===== src/rtl/lector_contadores.sv =====
// Sweep reader for the four per-FIFO word counters: requests idx 0..3 in order, snapshots
// each returned value into a bank and pulses done; a per-request timeout keeps the sweep finite.
module lector_contadores #(
  parameter int CNT_WIDTH = 5,
  parameter int TIMEOUT   = 8
) (
  input  logic                 clk,
  input  logic                 reset,
  input  logic                 start,
  input  logic                 IDLE,
  input  logic                 valid_contador,
  input  logic [CNT_WIDTH-1:0] contador_in,
  output logic                 req,
  output logic [1:0]           idx,
  output logic [CNT_WIDTH-1:0] cnt0,
  output logic [CNT_WIDTH-1:0] cnt1,
  output logic [CNT_WIDTH-1:0] cnt2,
  output logic [CNT_WIDTH-1:0] cnt3,
  output logic                 busy,
  output logic                 done,
  output logic                 error
);

  typedef enum logic [1:0] {REPOSO, PIDE, RECIBE, LISTO} state_t;

  localparam logic [3:0] T_LAST = 4'(TIMEOUT - 1);

  state_t               r_state;
  state_t               w_next;
  logic [1:0]           r_idx;
  logic [CNT_WIDTH-1:0] r_bank [4];
  logic                 r_error;
  logic [3:0]           r_timer;
  logic                 w_timeout;
  logic                 w_step;

  // A response arriving on the last timer cycle still wins over the timeout.
  assign w_timeout = (r_state == RECIBE) && !valid_contador && (r_timer == T_LAST);
  assign w_step    = (r_state == RECIBE) && (valid_contador || w_timeout);

  always_ff @(posedge clk or negedge reset) begin
    if (!reset) r_state <= REPOSO;
    else        r_state <= w_next;
  end

  always_comb begin
    w_next = r_state;
    req    = 1'b0;
    busy   = 1'b1;
    done   = 1'b0;
    case (r_state)
      REPOSO: begin
        busy = 1'b0;
        if (start) w_next = PIDE;
      end
      PIDE: begin
        req = IDLE;
        if (IDLE) w_next = RECIBE;
      end
      RECIBE: begin
        if (w_step) w_next = (r_idx == 2'd3) ? LISTO : PIDE;
      end
      LISTO: begin
        done   = 1'b1;
        w_next = REPOSO;
      end
      default: w_next = REPOSO;
    endcase
  end

  always_ff @(posedge clk or negedge reset) begin
    if (!reset) begin
      r_idx   <= 2'd0;
      r_error <= 1'b0;
      r_timer <= 4'd0;
      for (int i = 0; i < 4; i++) r_bank[i] <= '0;
    end else begin
      case (r_state)
        REPOSO: begin
          if (start) begin
            r_idx   <= 2'd0;
            r_error <= 1'b0;
            r_timer <= 4'd0;
          end
        end
        PIDE: begin
          if (IDLE) r_timer <= 4'd0;
        end
        RECIBE: begin
          if (valid_contador) begin
            r_bank[r_idx] <= contador_in;
          end else if (w_timeout) begin
            r_bank[r_idx] <= '0;
            r_error       <= 1'b1;
          end else begin
            r_timer <= r_timer + 4'd1;
          end
          // idx stops at 3 so it still names the last counter after the sweep.
          if (w_step && (r_idx != 2'd3)) r_idx <= r_idx + 2'd1;
        end
        default: ;
      endcase
    end
  end

  assign idx   = r_idx;
  assign error = r_error;
  assign cnt0  = r_bank[0];
  assign cnt1  = r_bank[1];
  assign cnt2  = r_bank[2];
  assign cnt3  = r_bank[3];

endmodule


===== config.mk =====
export PLATFORM = sky130hd
export DESIGN_NAME = lector_contadores
export DESIGN_NICKNAME = d
export VERILOG_FILES = /design/src/rtl/lector_contadores.sv
export SDC_FILE = /design/constraint.sdc
export NUM_CORES = 1
export LEC_CHECK = 0
export CORE_AREA = 4 4 59 61
export CTS_CLUSTER_SIZE = 20
export DETAILED_ROUTE_END_ITERATION = 10
export DIE_AREA = 0 0 63 65
export GPL_ROUTABILITY_DRIVEN = 0
export PLACE_DENSITY_LB_ADDON = 0.12
export SLEW_MARGIN = 20
export SYNTH_ARGS = -nofsm -noshare
export SYNTH_HDL_FRONTEND = slang
export SYNTH_SLANG_ARGS = --single-unit

===== constraint.sdc =====
create_clock -name clk -period 1.75 [get_ports clk]
set_input_delay 0.175 -clock clk [delete_from_list [all_inputs] [get_ports clk]]
set_output_delay 0.175 -clock clk [all_outputs]
set_load 0.005 [all_outputs]

Word level (Yosys, flattened, before mapping)
Cells that the tools add are included.
- register bits: 29
- input bits: 10
- output and inout bits: 26
- word-level logic and storage cells: 69
- add/sub/neg operators: 2
- magnitude comparators: 2
- equality and inequality tests: 13
- mux-type cells: 25
- bitwise operators: 3
- reductions and logical operators: 16
- operators by type and width (kind ; number):
    $mux 20 ; 2
    $and 20x20->20 ; 1
    $bwmux 20 ; 1
    $not 20->20 ; 1
    $mux 4 ; 4
    $ne 2x2->1 const B ; 7
    $mux 2 ; 6
    $pmux 4 s3 ; 1
    $demux 5 s2 ; 1
    $pmux 2 s4 ; 1
    $eq 2x2->1 const B ; 3
    $mux 1 ; 6
    $reduce_and 3->1 ; 2
    $logic_and 1x1->1 ; 5
    $mux 5 ; 1
    $reduce_and 5->1 ; 1
    $add 4x1->4 const B ; 1
    $eq 4x3->1 const B ; 1
    $pmux 2 s2 ; 1
    $reduce_and 4->1 ; 1
    $reduce_bool 2->1 ; 2
    $ge 3x3->1 const B ; 1
    $lt 3x1->1 const B ; 1
    $not 2->3 ; 1
    other kinds (9) ; 9

Depth between registers and ports, before layout
Gate-level depths: netlist of the first run.
- depth after elaboration: 9
- gate-level depth with buffers: 5
- depth with buffers taken out: 4

Worst setup path after synthesis of the first run
OpenSTA, ideal clock, no wires.
- kind: reg-to-reg
- from: reg r_timer[0]
- to: reg r_timer[0]
- library setup time: 0.137 ns
- data arrival time: 1.340 ns
- required time: 1.613 ns
- slack: 0.273 ns
- cell stages (with the launch flop): 6
- buffers on the path: 1
- period minus slack after synthesis: 1.477 ns
- path through: dfrtp_1 > ha_1 > and3b_1 > buf_2 > o311ai_0 > nand3_1
- word-level cells in the longest chain between the ends: 4
- elaborated cells on any way between the ends: 8
- ends and longest elaborated chain (item ; RTL line ; source):
    from (decl) ; 33 ; logic [3:0] r_timer;
    from (signal assigned) ; 96 ; r_timer <= r_timer + 4'd1;
    $add 4x1->4 or $eq 4x3->1 (tied branches) ; 96, 38 ;
    $mux 4 or $logic_and 1x1->1 (tied branches) ; 92, 38 ;
    $mux 4 or $ne 2x2->1 (tied branches) ; - ;
    $pmux 4 s3 or $reduce_and 5->1 (tied branches) ; - ;
Several ways; a longest one is shown, not always the timed one. The select of a mux whose other input is x is not followed.
A chain may end at the register's enable or synchronous reset.

Worst setup path in the final report of the first run
- from: reg r_state[0]
- to: out done
- word-level cells in the longest chain between the ends: 2
- ends and longest elaborated chain (item ; RTL line ; source):
    from (decl) ; 28 ; state_t r_state;
    from (signal assigned) ; 43 ; else r_state <= w_next;
    $eq 2x2->1 ; 51 ; case (r_state)
    $mux 1 ; 51 ;
    to (decl) ; 20 ; output logic done,
Every way passes these cells.

==> results of run 1 <==
power breakdown:
part	total [µW]	switching [µW]	internal, µW
Sequential	1040	154	884
Clock	373	221	153
Combinational	1100	421	684
sequential cells by signal, summed over array words and instances (netlist names):
signal,flops
error,1
cnt3,5
r_state,2
idx,2
cnt0,5
r_timer,4
cnt1,5
cnt2,5
synth_stat cells, types with 3 or more instances:
cell type / number / area [µm²]
a21oi_1: 3 / 15.01
a22o_1: 20 / 175.2
and3_1: 4 / 25.02
dfrtp_1: 29 / 725.7
ha_1: 5 / 62.56
inv_1: 8 / 30.03
nand4b_1: 5 / 43.79
nor2_1: 3 / 11.26
o211ai_2: 5 / 62.56
o21ai_0: 5 / 25.02
layout make-up:
class	count	area (µm²)
Clock inverter	2	10.01
Tap cell	33	41.29
Multi-Input combinational cell	73	583.1
Clock buffer	6	41.29
Sequential cell	29	726.9
Timing Repair Buffer	44	419.2
Inverter	8	30.03
Fill cell	234	1126
worst max-delay path, cell delays in order (launching register included):
cell             delay [ns]
dfrtp_1                0.40
buf_4                  0.15
and2_1                 0.14
clkdlybuf4s50_1        0.44
through the flow:
stage | std cells | hold slack (ns) | setup slack, ns | util [%]
after detailed placement | 183 | 0.4815 | 0.1058 | 59.33
after global routing | 195 | 0.2536 | 0.05884 | 62.18
after CTS | 193 | 0.2336 | 0.01582 | 61.55
final | 195 | 0.2338 | 0.1377 | 62.18
after global placement | 183 | 0.4812 | 0.1632 | 59.33
after floorplan | 115 | -0.1206 | 0.2732 | -
path summary, 6_finish.rpt:
path	from	to	slack [ns]	cells past startpoint
max in group asynchronous	reset	r_state[1]	1.22	2
worst max register to register	r_timer[0]	r_timer[0]	0.16	4
min in group clk	cnt2[1]	cnt2[1]	0.50	1
worst min-delay path	reset	cnt3[1]	0.23	2
worst max-delay path	r_state[0]	done	0.14	3
worst min register to register	cnt2[1]	cnt2[1]	0.50	1
layer usage:
| layer | up-vias | GRT usage (%) | wire length, µm |
|---|---|---|---|
| met5 | - | 0 | 0 |
| met4 | 0 | 6.612 | 0 |
| met3 | 0 | 4.853 | 152 |
| met2 | 40 | 30.04 | 1644 |
| met1 | 540 | 21.56 | 1433 |
| li1 | 531 | - | - |
logic make-up after synthesis:
logic type | Yosys count | synth area share, %
compound gates | 42 | 25.34
flops | 29 | 53.26
simple gates | 24 | 11.30
buf+inv | 13 | 4.041
fa+ha+maj | 5 | 4.591
mux | 2 | 1.469
timing repair:
action                     CTS  global route
pin swaps                    0             0
setup endpoints to repair    1            22
setup buffers                2             2
gates resized for setup      2             2
==> flow_metrics.tcl, run 1 <==
set metrics [dict create \
    synthFlopType "dfrtp_1" \
    wl_per_cell_um 16.56 \
    post-route-min-period_ns 1.612 \
    routed_wl_um 3230 \
    synthesis.nets 130 \
    setup_viol 0 \
    cts_made_buffers 5 \
    layout_commonest_cell "clkdlybuf4s50_1" \
    num-nets-final 176 \
    grt_overflow 0 \
    die_area_um2 4095 \
    max_slew.worst_pin.slew_ns 0.3766 \
    viasPerCell 5.697 \
    cp_max_fo 3 \
    hold_violations 0 \
    cts_tree "yes" \
    path_clk_slew_ns 0.09 \
    status "finished clean" \
    dr.pass1.iters 4 \
    grt_max_degree 30 \
    die_x_um 63 \
    drive_gt1_share_pct 14.81 \
    stdcell_area_um2 1852 \
    grt_pass1_vias 1127 \
    p_total_uw 2516 \
    port_buffers 35 \
    rows 20 \
    clockRootBuffer "clkbuf_4" \
    cts_sinks 29 \
    grt_pass1_wl_um 5499 \
    ioPinCount 36 \
    antenna_found_initial 0 \
    slew-limit-headroom_pct 74.89 \
    clk_latency_ns 0.31 \
    synthesis.area_um2 1363 \
    syn2layout_area_growth_pct 35.90 \
    slew_violations 0 \
    ys_ff_latch 29 \
    p_leak_uw 0.0008932 \
    dpl-instance-area_um2 1767 \
    fin_crit_sh_pct 92.13 \
    finalSetupTns_ns 0 \
    p_per_area_nw_per_um2 1358 \
    htree_levels 2 \
    dp_hpwl_um 2294 \
    synthArstFlopShare_pct 100.0 \
    antenna_cells 0 \
    seq_area_frac_synth_pct 53.26 \
    grt.total_usage_pct 17.75 \
    rsz0062_at_grt "no" \
    ant_nets 0 \
    syn_area_per_cell_um2 11.85 \
    postSynthCellCount 115 \
    die_h_um 65 \
    crit_type "reg2out" \
    synth_enable_flop_cells 0 \
    initial_core_util_pct 45.76 \
    worstPathArrival_ns 1.44 \
    final_cell_mix "clkdlybuf4s50_1 (33), dfrtp_1 (28), a22o_1 (20)" \
    fin_skew_ns 0.005344 \
    clk_path_buf_depth 2 \
    start_kind "flop" \
    synth.distinct_cells 30 \
    required_ns 1.57 \
    first_iter_violations 43 \
    drc_errors 0 \
    coreArea_um2 2978 \
    vdd.ir_drop.worst_mv 0.6250 \
    yosysWarnings 0 \
    hold_class "in2async" \
    end_kind "output port" \
    num_vias 1111 \
    fmax_mhz 620.2 \
    postCtsHoldBufs 0 \
    maxCapViolations 0 \
]
Power figures use the tool's default switching activity.
==> inputs of run 2 (changes only) <==
- PLACE_DENSITY: unset -> 0.77
- PLACE_DENSITY_LB_ADDON: 0.12 -> unset
==> flow_metrics.tcl, run 2 (synthesis results as in run 1) <==
set metrics [dict create \
    status "finished clean" \
    fin_crit_sh_pct 96.80 \
    whs_ns 0.2318 \
    coreArea_um2 2978 \
    num_vias 1158 \
    grt_overflow 0 \
    die_x_um 63 \
    cp_max_fo 5 \
    final_cell_mix "clkdlybuf4s50_1 (35), dfrtp_1 (27), a22o_1 (20)" \
    dr.pass1.iters 4 \
    cts_made_buffers 5 \
    clk_latency_ns 0.32 \
    ant_nets 0 \
    rows 20 \
    dp_hpwl_um 2430 \
    fmax_mhz 590.3 \
    n_fill_cell 247 \
    ioPinCount 36 \
    cpPeakStageDelay_ns 0.50 \
    crit_path_cell_trace "nand3b_1 > inv_1 > clkdlybuf4s50_1" \
    grt_pass1_wl_um 5802 \
    slew_violations 0 \
    vdd.ir_drop.worst_mv 0.5018 \
    setup_viol 0 \
    die_area_um2 4095 \
    first_iter_violations 32 \
    maxCapViolations 0 \
    wl_per_cell_um 17.41 \
    num-nets-final 174 \
    layout_commonest_cell "clkdlybuf4s50_1" \
    htree_levels 2 \
    start_kind "flop" \
    hold_violations 0 \
    routed_wl_um 3361 \
    max_slew.worst_pin.slew_ns 0.3608 \
    fin_skew_ns 0.007488 \
    die_h_um 65 \
    grt.total_usage_pct 18.36 \
    cts_tree "yes" \
    grt_pass1_vias 1232 \
    p_leak_uw 0.0008649 \
    crit_type "reg2out" \
    antenna_found_initial 0 \
    clk_path_buf_depth 2 \
    cts_sinks 29 \
    drive_gt1_share_pct 14.37 \
    slew-limit-headroom_pct 75.95 \
    post-route-min-period_ns 1.694 \
    clockRootBuffer "clkbuf_4" \
    antenna_cells 0 \
    worstPathArrival_ns 1.52 \
    required_ns 1.57 \
    hold_class "in2async" \
    slowest_stage "clkdlybuf4s50_1" \
    p_per_area_nw_per_um2 1364 \
    path_clk_slew_ns 0.09 \
    rsz0062_at_grt "no" \
    syn2layout_area_growth_pct 34.80 \
    initial_core_util_pct 45.76 \
    viasPerCell 6.000 \
    drc_errors 0 \
    grt_max_degree 30 \
    end_kind "output port" \
    port_buffers 35 \
    finalSetupTns_ns 0 \
]
[run 2: power by group]
part,internal (µW),switching (µW),total [µW]
registers,886,165,1050
clock network,153,223,376
logic,670,408,1080
[run 2: per-stage QoR]
stage,instances,util (%),setup WS (ns),cell area [µm²],power [µW]
after global routing,193,61.68,0.006081,1837,2689
after detailed placement,181,58.82,0.06862,1752,2085
after CTS,192,61.39,0.02379,1828,2510
final,193,61.68,0.05608,1837,2505
after floorplan,115,-,0.2732,1363,1509
after global placement,181,58.82,0.1735,1752,2036
[run 2: final timing paths]
kind                            start          to  slack [ns]  depth (start not counted)
min reg2reg                   cnt3[3]     cnt3[3]        0.50                          1
max in group asynchronous       reset  r_state[1]        1.23                          2
min                             reset     cnt0[0]        0.23                          2
min in group clk              cnt3[3]     cnt3[3]        0.50                          1
max                        r_state[1]         req        0.06                          3
max reg2reg                r_state[0]     cnt3[4]        0.15                          4
[run 2: repair_timing]
| item | 4_1_cts | 5_1_grt |
|---|---|---|
| setup buffers | 3 | 1 |
| pin swaps | 0 | 0 |
| hold buffers | 0 | 0 |
| gates resized for setup | 2 | 1 |
| setup endpoints to repair | 3 | 7 |
[run 2: cell type report]
| type | count | area, µm² | area share [%] |
|---|---|---|---|
| Clock buffer | 6 | 41.29 | 2.248 |
| Clock inverter | 2 | 10.01 | 0.5450 |
| Inverter | 8 | 30.03 | 1.635 |
| Multi-Input combinational cell | 73 | 583.1 | 31.74 |
| Sequential cell | 29 | 728.2 | 39.65 |
| Tap cell | 33 | 41.29 | 2.248 |
| Timing Repair Buffer | 42 | 402.9 | 21.93 |
[run 2: metal layers]
layer / track usage [%] / up-vias / share of wire, %
li1: - / 526 / -
met1: 20.16 / 581 / 42
met2: 31.88 / 44 / 49
met3: 6.239 / 7 / 6.8
met4: 8.540 / 0 / 2.4
met5: 0 / - / 0
[run 2: worst max-delay path: cells and delay by family, from the launching register on]
| family | cells | cell delay (ns) |
|---|---|---|
| flops | 1 | 0.44 |
| buf+inv | 2 | 0.59 |
| simple gates | 1 | 0.18 |
==> inputs of run 3 (changes only) <==
- CORE_AREA: 4 4 59 61 -> 4 4 55 66
- DIE_AREA: 0 0 63 65 -> 0 0 59 70
- PLACE_DENSITY: 0.77 -> 0.76
==> flow_metrics.tcl, run 3 (synthesis results as in run 1) <==
set metrics [dict create \
    status "finished clean" \
    htree_levels 2 \
    path_clk_slew_ns 0.10 \
    slew-limit-headroom_pct 75.94 \
    worstPathArrival_ns 1.52 \
    cp.buffers_inverters 1 \
    grt_pass1_vias 1164 \
    layout_commonest_cell "clkdlybuf4s50_1" \
    crit_path_cell_trace "or2_2 > clkdlybuf4s50_1" \
    coreArea_um2 3028 \
    finalSetupTns_ns 0 \
    fin_skew_ns 0.01151 \
    antenna_found_initial 0 \
    hold_violations 0 \
    slowest_stage "dfrtp_2" \
    die_h_um 70 \
    slew_violations 0 \
    routed_wl_um 3501 \
    required_ns 1.57 \
    grt_max_degree 30 \
    grt_pass1_wl_um 5809 \
    vdd.ir_drop.worst_mv 0.7628 \
    dr.pass1.iters 4 \
    ant_nets 0 \
    initial_core_util_pct 45.00 \
    p_leak_uw 0.0009124 \
    crit_type "reg2out" \
    p_per_area_nw_per_um2 1410 \
    fin_crit_sh_pct 96.69 \
    syn2layout_area_growth_pct 39.49 \
    end_kind "output port" \
    num-nets-final 179 \
    crit_family "flip-flops" \
    antenna_cells 0 \
    drive_gt1_share_pct 18.79 \
    clk_path_buf_depth 2 \
    port_buffers 35 \
    final_cell_mix "clkdlybuf4s50_1 (34), dfrtp_1 (27), a22o_1 (20)" \
    viasPerCell 5.721 \
    rsz0062_at_grt "no" \
    cts_made_buffers 5 \
    dpl-instance-area_um2 1755 \
    ioPinCount 36 \
    drc_errors 0 \
    cts_tree "yes" \
    post-route-min-period_ns 1.692 \
    stdcell_area_um2 1901 \
    first_iter_violations 46 \
    cpPeakStageDelay_ns 0.45 \
    grt_overflow 0 \
    grt.total_usage_pct 18.52 \
    wl_per_cell_um 17.42 \
    dp_hpwl_um 2360 \
    setup_viol 0 \
    start_kind "flop" \
    die_area_um2 4130 \
    rows 22 \
    fmax_mhz 591.0 \
    cp_max_fo 5 \
    clockRootBuffer "clkbuf_4" \
    die_x_um 59 \
    hold_class "in2async" \
    num_vias 1150 \
    maxCapViolations 0 \
    clk_latency_ns 0.33 \
    max_slew.worst_pin.slew_ns 0.3609 \
    cts_sinks 29 \
]
[run 3: cell type report]
cell class,instances,area [µm²]
fillers,255,1127
flip-flops and latches,29,728.2
multi-input cells,73,584.3
repair buffers,47,442.9
clock buffers,7,65.06
well taps,36,45.04
inverters,8,30.03
clock inverters,1,5.005
[run 3: metal layers]
metal  vias to the layer above  global-route usage (%)  share of wire (%)
li1                        537                       -                  -
met1                       561                   23.76                 43
met2                        45                   28.75                 48
met3                         7                   3.697                6.3
met4                         0                   9.824                2.6
met5                         -                       0                  0
[run 3: worst paths after layout]
check	start	end	slack, ns	cells past startpoint
setup / recovery	r_state[1]	busy	0.06	2
hold / removal	reset	cnt2[2]	0.23	2
setup reg to reg	r_state[1]	cnt1[4]	0.09	5
hold reg to reg	cnt2[1]	cnt2[1]	0.50	1
max in group asynchronous	reset	r_state[1]	1.22	2
min in group clk	cnt2[1]	cnt2[1]	0.50	1
[run 3: through the flow]
stage	hold slack (ns)	total power [µW]	util, %	worst slack, ns	cells
after CTS	0.2348	2641	61.86	0.01120	198
final	0.2267	2680	62.77	0.05799	201
after global placement	0.4824	2035	57.98	0.1654	184
after detailed placement	0.4872	2077	57.98	0.1273	184
after global routing	0.2634	2838	62.77	0.01311	201
after floorplan	-0.1206	1509	-	0.2732	115
[run 3: repair_timing]
item | in CTS | in global routing
gates resized for setup | 2 | 4
pin swaps | 0 | 0
setup buffers | 6 | 3
hold buffers | 0 | 0
endpoints found under the setup margin | 3 | 24
[run 3: where the power goes]
group | switching, µW | internal, µW
registers | 164 | 886
clock network | 238 | 233
logic | 436 | 723
